--- config.mk ---
export PLATFORM = sky130hd
export DESIGN_NAME = sram_write_scheduler
export DESIGN_NICKNAME = d
export VERILOG_FILES = /design/src/rtl/sram_write_scheduler.sv
export SDC_FILE = /design/constraint.sdc
export NUM_CORES = 1
export LEC_CHECK = 0
export CAP_MARGIN = 20
export CELL_PAD_IN_SITES_DETAIL_PLACEMENT = 0
export CELL_PAD_IN_SITES_GLOBAL_PLACEMENT = 1
export CORE_MARGIN = 5
export CORE_UTILIZATION = 25
export CTS_CLUSTER_SIZE = 8
export DETAILED_ROUTE_END_ITERATION = 10
export MAX_ROUTING_LAYER = met4
export PLACE_DENSITY_LB_ADDON = 0.1
export SETUP_SLACK_MARGIN = 0.3
export SYNTH_ARGS = -nofsm -noshare
export SYNTH_HDL_FRONTEND = slang
export SYNTH_SLANG_ARGS = --single-unit
--- constraint.sdc ---
create_clock -name clock_i -period 1.8 [get_ports clock_i]
set_input_delay 0.18 -clock clock_i [delete_from_list [all_inputs] [get_ports clock_i]]
set_output_delay 0.18 -clock clock_i [all_outputs]
set_load 0.005 [all_outputs]
--- src/rtl/sram_write_scheduler.sv ---
`default_nettype none
// ============================================================================
// Module   : sram_write_scheduler
// Purpose  : Round-robin, burst-bounded merge of the background (w0) and
//            overlay (w1) write streams onto one registered SRAM write port.
//            Optional statistics outputs: define SRAM_WRITE_SCHED_STATS_EN.
// Revision : 1.0  initial release
// ============================================================================
module sram_write_scheduler #(
  parameter int BURST_LEN = 16,
  parameter int WORD_W    = 54
) (
  input  logic              clock_i,
  input  logic              reset_i,
  input  logic [WORD_W-1:0] w0_din_i,
  input  logic              w0_valid_i,
  output logic              w0_ready_o,
  input  logic [WORD_W-1:0] w1_din_i,
  input  logic              w1_valid_i,
  output logic              w1_ready_o,
  output logic [WORD_W-1:0] dout_o,
  output logic              dout_valid_o,
  input  logic              dout_ready_i,
`ifdef SRAM_WRITE_SCHED_STATS_EN
  output logic [31:0]       w0_beats_o,
  output logic [31:0]       w1_beats_o,
  output logic [15:0]       starve_o,
`endif
  output logic              grant_o
);

  localparam logic [7:0] CNT_LAST = 8'(BURST_LEN - 1);

  typedef enum logic {
    G0 = 1'b0,
    G1 = 1'b1
  } state_t;

  state_t              state_q, state_d;
  logic [7:0]          cnt_q, cnt_d;
  logic [WORD_W-1:0]   dout_q, dout_d;
  logic                dout_valid_q, dout_valid_d;

  logic                space;
  logic                cur_valid;
  logic                other_valid;
  logic [WORD_W-1:0]   cur_din;
  logic                accept;
  logic                burst_done;
  logic                switch_req;

  // Readies depend only on registered state and dout_ready, never on valids.
  assign space       = !dout_valid_q || dout_ready_i;
  assign w0_ready_o  = (state_q == G0) && space;
  assign w1_ready_o  = (state_q == G1) && space;

  assign cur_valid   = (state_q == G0) ? w0_valid_i : w1_valid_i;
  assign other_valid = (state_q == G0) ? w1_valid_i : w0_valid_i;
  assign cur_din     = (state_q == G0) ? w0_din_i   : w1_din_i;

  assign accept      = cur_valid && space;
  assign burst_done  = accept && (cnt_q == CNT_LAST);
  assign switch_req  = (burst_done && other_valid) || (!cur_valid && other_valid);

  always_comb begin
    state_d      = state_q;
    cnt_d        = cnt_q;
    dout_d       = dout_q;
    dout_valid_d = dout_valid_q;

    if (accept) begin
      dout_d       = cur_din;
      dout_valid_d = 1'b1;
      cnt_d        = (cnt_q == CNT_LAST) ? 8'd0 : cnt_q + 8'd1;
    end else if (dout_ready_i) begin
      dout_valid_d = 1'b0;
    end

    // An idle owner yields even under backpressure; the count restarts.
    if (switch_req) begin
      state_d = (state_q == G0) ? G1 : G0;
      cnt_d   = 8'd0;
    end
  end

  always_ff @(posedge clock_i or posedge reset_i) begin
    if (reset_i) begin
      state_q      <= G0;
      cnt_q        <= 8'd0;
      dout_q       <= '0;
      dout_valid_q <= 1'b0;
    end else begin
      state_q      <= state_d;
      cnt_q        <= cnt_d;
      dout_q       <= dout_d;
      dout_valid_q <= dout_valid_d;
    end
  end

  assign dout_o       = dout_q;
  assign dout_valid_o = dout_valid_q;
  assign grant_o      = (state_q == G1);

`ifdef SRAM_WRITE_SCHED_STATS_EN
  logic [31:0] w0_beats_q, w0_beats_d;
  logic [31:0] w1_beats_q, w1_beats_d;
  logic [15:0] w0_wait_q, w0_wait_d;
  logic [15:0] w1_wait_q, w1_wait_d;
  logic [15:0] starve_q, starve_d;

  // A requester is waiting while it is valid and does not own the port.
  always_comb begin
    w0_beats_d = w0_beats_q;
    w1_beats_d = w1_beats_q;
    w0_wait_d  = 16'd0;
    w1_wait_d  = 16'd0;
    starve_d   = starve_q;

    if (accept && (state_q == G0)) w0_beats_d = w0_beats_q + 32'd1;
    if (accept && (state_q == G1)) w1_beats_d = w1_beats_q + 32'd1;

    if (w0_valid_i && (state_q != G0))
      w0_wait_d = (w0_wait_q == 16'hFFFF) ? w0_wait_q : w0_wait_q + 16'd1;
    if (w1_valid_i && (state_q != G1))
      w1_wait_d = (w1_wait_q == 16'hFFFF) ? w1_wait_q : w1_wait_q + 16'd1;

    if (w0_wait_d > starve_d) starve_d = w0_wait_d;
    if (w1_wait_d > starve_d) starve_d = w1_wait_d;
  end

  always_ff @(posedge clock_i or posedge reset_i) begin
    if (reset_i) begin
      w0_beats_q <= 32'd0;
      w1_beats_q <= 32'd0;
      w0_wait_q  <= 16'd0;
      w1_wait_q  <= 16'd0;
      starve_q   <= 16'd0;
    end else begin
      w0_beats_q <= w0_beats_d;
      w1_beats_q <= w1_beats_d;
      w0_wait_q  <= w0_wait_d;
      w1_wait_q  <= w1_wait_d;
      starve_q   <= starve_d;
    end
  end

  assign w0_beats_o = w0_beats_q;
  assign w1_beats_o = w1_beats_q;
  assign starve_o   = starve_q;
`endif

endmodule
`default_nettype wire

==> metrics.json <==
{
  "run_status": {"value": "finished clean"},
  "placementRows": {"value": 40},
  "synth.top_cell.area_share": {"value": 0.530},
  "globalRouteMet1Util": {"value": 0.160},
  "dieArea": {"value": 14400, "unit": "µm²"},
  "power_dens_cells": {"value": 918, "unit": "nW/µm²"},
  "via_count": {"value": 2840},
  "n_antenna_cell": {"value": 0},
  "grt_first_pass_wirelength": {"value": 14.6, "unit": "mm"},
  "number_of_top_level_pins": {"value": 171},
  "finalPower": {"value": 5.11, "unit": "mW"},
  "vdd.ir_drop.worst": {"value": 0.345, "unit": "mV"},
  "h-tree-depth": {"value": 3},
  "largest_delay_share_family_worst_path": {"value": "simple AND/OR/NAND/NOR gates"},
  "timing.final.max_slew_violations": {"value": 0},
  "clkLatencyLatePin": {"value": 0.32, "unit": "ns"},
  "post-place-ws": {"value": -0.00765, "unit": "ns"},
  "clock_sinks": {"value": 64},
  "setup.worst_path.start_class": {"value": "flip-flop"},
  "ys.flop_type": {"value": "sky130_fd_sc_hd__dfrtp_1"},
  "yosys-mux-area-fraction": {"value": 0.184},
  "synth_sequential_area_ratio": {"value": 0.530},
  "max-clock-path-buffers": {"value": 2},
  "synth-seq-cells": {"value": 64},
  "most_frequent_cell_after_synthesis": {"value": "sky130_fd_sc_hd__dfrtp_1"},
  "ff_to_ff_end": {"value": "cnt_q[7]"},
  "crit_path_max_fanout": {"value": 7},
  "drc": {"value": 0},
  "floorplan.initialDensity": {"value": 0.253},
  "globalplace.congestion": {"value": 0.730},
  "xor_and_xnor_area_share_after_synthesis": {"value": 0.0116},
  "cts_root_buffer": {"value": "sky130_fd_sc_hd__clkbuf_16"},
  "drv.max_cap_violation_count": {"value": 0},
  "synthTopCellsByCount": {"value": "sky130_fd_sc_hd__dfrtp_1, sky130_fd_sc_hd__nand2_1, sky130_fd_sc_hd__o21ai_0, sky130_fd_sc_hd__mux2i_1, sky130_fd_sc_hd__buf_2"},
  "yosys.area_share.adder": {"value": 0.00414},
  "report.final.setup_viol": {"value": 0},
  "fin_crit_sh": {"value": 0.930},
  "required": {"value": 2.04, "unit": "ns"},
  "core_area": {"value": 11900, "unit": "µm²"},
  "n_fill_cell": {"value": 1168},
  "globalRouteMet2Util": {"value": 0.213},
  "grt_antenna_before_repair": {"value": 0},
  "syn_inst": {"value": 297},
  "critPathSlowestCell": {"value": "sky130_fd_sc_hd__dfrtp_4"},
  "port_buffers": {"value": 170},
  "place.detailed.hpwl": {"value": 7.03, "unit": "mm"},
  "crit_chain": {"value": "mux2i_4 -> or2_4 -> or4_1 -> a21oi_1"},
  "combinational_family_with_the_most_area_after_synthesis": {"value": "multiplexers"},
  "route.antenna.remaining_nets": {"value": 0},
  "post_synth_and_or_nand_nor_area_fraction": {"value": 0.123},
  "first_global_vias": {"value": 2813},
  "postLayoutSetupSlackWorst": {"value": 0.126, "unit": "ns"},
  "total_iterations_of_the_first_detailed_routing_run": {"value": 4},
  "setup_repair_after_global_routing_missed_its_margin": {"value": "true"},
  "globalRouteOverflowTotal": {"value": 0},
  "rrSetupSlack": {"value": 0.13, "unit": "ns"},
  "synth_compound_gate_area_share": {"value": 0.114},
  "critical_path_capture_point_type": {"value": "flip-flop"},
  "die-width": {"value": 120, "unit": "µm"},
  "finalClockSkew": {"value": 0.00814, "unit": "ns"},
  "timing.fmax": {"value": 597, "unit": "MHz"},
  "global_route.peak_usage_layer": {"value": "met2"},
  "synth-warning-count": {"value": 0},
  "worst_hold_path_type": {"value": "in -> async"},
  "worstRegToRegCells": {"value": 4},
  "syn_area_per_cell": {"value": 10.2, "unit": "µm²"},
  "grtUsageTotal": {"value": 0.132},
  "path_clk_slew": {"value": 0.06, "unit": "ns"},
  "timing.max_slew.rel_slack": {"value": 0.685},
  "synthArstFlopShare": {"value": 1.00},
  "fin_crit": {"value": 1.67, "unit": "ns"},
  "post_route_cells_drive_above_1_share": {"value": 0.134},
  "finish.net_count": {"value": 603},
  "synthDistinctLibCells": {"value": 31},
  "die-height": {"value": 120, "unit": "µm"},
  "cellLeakagePower": {"value": 2.40, "unit": "nW"},
  "timing.critical_path.arrival": {"value": 1.92, "unit": "ns"},
  "wl_per_cell": {"value": 15.6, "unit": "µm"},
  "via_density": {"value": 4.44},
  "first_iter_violations": {"value": 113},
  "area_delta_synth_final": {"value": 84.3, "unit": "%"},
  "timing_hold_violations_final": {"value": 0},
  "timing_worst_setup_path_type": {"value": "reg -> reg"},
  "rr_startpoint": {"value": "grant_o"},
  "ys_top_cells_by_area": {"value": "sky130_fd_sc_hd__dfrtp_1, sky130_fd_sc_hd__mux2i_1, sky130_fd_sc_hd__o21ai_0, sky130_fd_sc_hd__nand2_1, sky130_fd_sc_hd__buf_2"},
  "cts_buffers": {"value": 9},
  "synth_area": {"value": 3020, "unit": "µm²"},
  "overall_routed_net_length": {"value": 10.0, "unit": "mm"},
  "worst_pin_slew": {"value": 0.472, "unit": "ns"},
  "synthesis.nets": {"value": 411},
  "grt_max_degree": {"value": 61},
  "number_of_synthesized_flops_with_an_enable_pin": {"value": 0},
  "timing.critical_path.buf_inv": {"value": 0},
  "synth_top_cell_by_area": {"value": "sky130_fd_sc_hd__dfrtp_1"},
  "cp_slowest_stage_delay": {"value": 0.50, "unit": "ns"},
  "globalRouteMet3Util": {"value": 0.0363},
  "tritoncts": {"value": "built"},
  "final_core_util": {"value": 0.467}
}
==> stage by stage <==
step                      instance area [µm²]  hold WS [ns]  setup TNS [ns]  std cells
after CTS                                5370         0.325               0        631
after detailed placement                 4960         0.469         -0.0107        609
after floorplan                          3060         0.265               0        297
final                                    5560         0.320               0        639
after global placement                   4960         0.461               0        609
after global routing                     5560         0.356               0        639
==> registers in the layout (all words and copies together) (netlist names) <==
name and count:
cnt_q 8, dout_o 54, dout_valid_o 1, grant_o 1
==> worst max-delay path by stage <==
| stage | cells after the start | to | start |
|---|---|---|---|
| after detailed placement | 5 | cnt_q[3] | cnt_q[4] |
| final | 4 | cnt_q[7] | grant_o |
| after CTS | 4 | cnt_q[7] | grant_o |
| after global routing | 5 | cnt_q[0] | cnt_q[0] |
| after floorplan | 6 | cnt_q[7] | grant_o |
| after global placement | 5 | cnt_q[3] | cnt_q[4] |
==> cell usage in the layout, fill, tap and decap left out, types with 2 or more instances in the layout <==
| cell | count |
|---|---|
| sky130_fd_sc_hd__clkdlybuf4s50_1 | 167 |
| sky130_fd_sc_hd__dfrtp_1 | 63 |
| sky130_fd_sc_hd__nand2_1 | 55 |
| sky130_fd_sc_hd__mux2i_1 | 54 |
| sky130_fd_sc_hd__o21ai_0 | 27 |
| sky130_fd_sc_hd__o21ai_1 | 26 |
| sky130_fd_sc_hd__buf_4 | 17 |
| sky130_fd_sc_hd__clkbuf_16 | 12 |
| sky130_fd_sc_hd__nor2_1 | 6 |
| sky130_fd_sc_hd__a21oi_1 | 5 |
| sky130_fd_sc_hd__buf_6 | 5 |
| sky130_fd_sc_hd__nand2_2 | 4 |
| sky130_fd_sc_hd__nand3_1 | 3 |
| sky130_fd_sc_hd__xnor2_1 | 3 |
| sky130_fd_sc_hd__clkinv_2 | 3 |
| sky130_fd_sc_hd__buf_12 | 3 |
| sky130_fd_sc_hd__nor2b_1 | 2 |
| sky130_fd_sc_hd__o21ai_2 | 2 |
| sky130_fd_sc_hd__clkinvlp_4 | 2 |
| sky130_fd_sc_hd__or4_1 | 2 |
| sky130_fd_sc_hd__nor2_2 | 2 |
| sky130_fd_sc_hd__buf_8 | 2 |
==> final cells by class <==
cell class | count | area, µm² | area share
Timing Repair Buffer | 202 | 2110 | 0.379
Multi-Input combinational cell | 211 | 1400 | 0.251
Clock buffer | 10 | 239 | 0.0430
Clock inverter | 4 | 22.5 | 0.00405
Tap cell | 147 | 184 | 0.0331
Sequential cell | 64 | 1610 | 0.289
Inverter | 1 | 7.51 | 0.00135
==> cells by family after synthesis <==
group / after synthesis
compound gates: 65
xor+xnor: 4
fa+ha+maj: 1
buf+inv: 22
flops: 64
mux: 55
simple gates: 86
==> worst reg2reg max path, stage by stage (launching register included) <==
cell and delay (ns):
sky130_fd_sc_hd__dfrtp_4 0.50, sky130_fd_sc_hd__mux2i_4 0.20, sky130_fd_sc_hd__or2_4 0.28, sky130_fd_sc_hd__or4_1 0.48, sky130_fd_sc_hd__a21oi_1 0.14
==> metal layers <==
metal | vias up | wire, µm
li1 | 1416 | -
met1 | 1317 | 4200
met2 | 101 | 5070
met3 | 6 | 653
met4 | 0 | 76
met5 | - | 0
==> timing repair <==
| action | CTS | global route |
|---|---|---|
| cloned | 1 | 5 |
| pin swaps | 7 | 3 |
| buffers inserted | 7 | 3 |
| resized for setup | 19 | 51 |
| hold buffers | 0 | 0 |
| setup endpoints to repair | 59 | 63 |
==> report_power, final <==
part,leakage [nW],internal [mW],switching [mW]
registers,0.796,1.73,0.154
logic,1.48,1.07,0.632
clock network,0.130,0.944,0.580
Note: power is estimated with default switching activity, not from simulation.
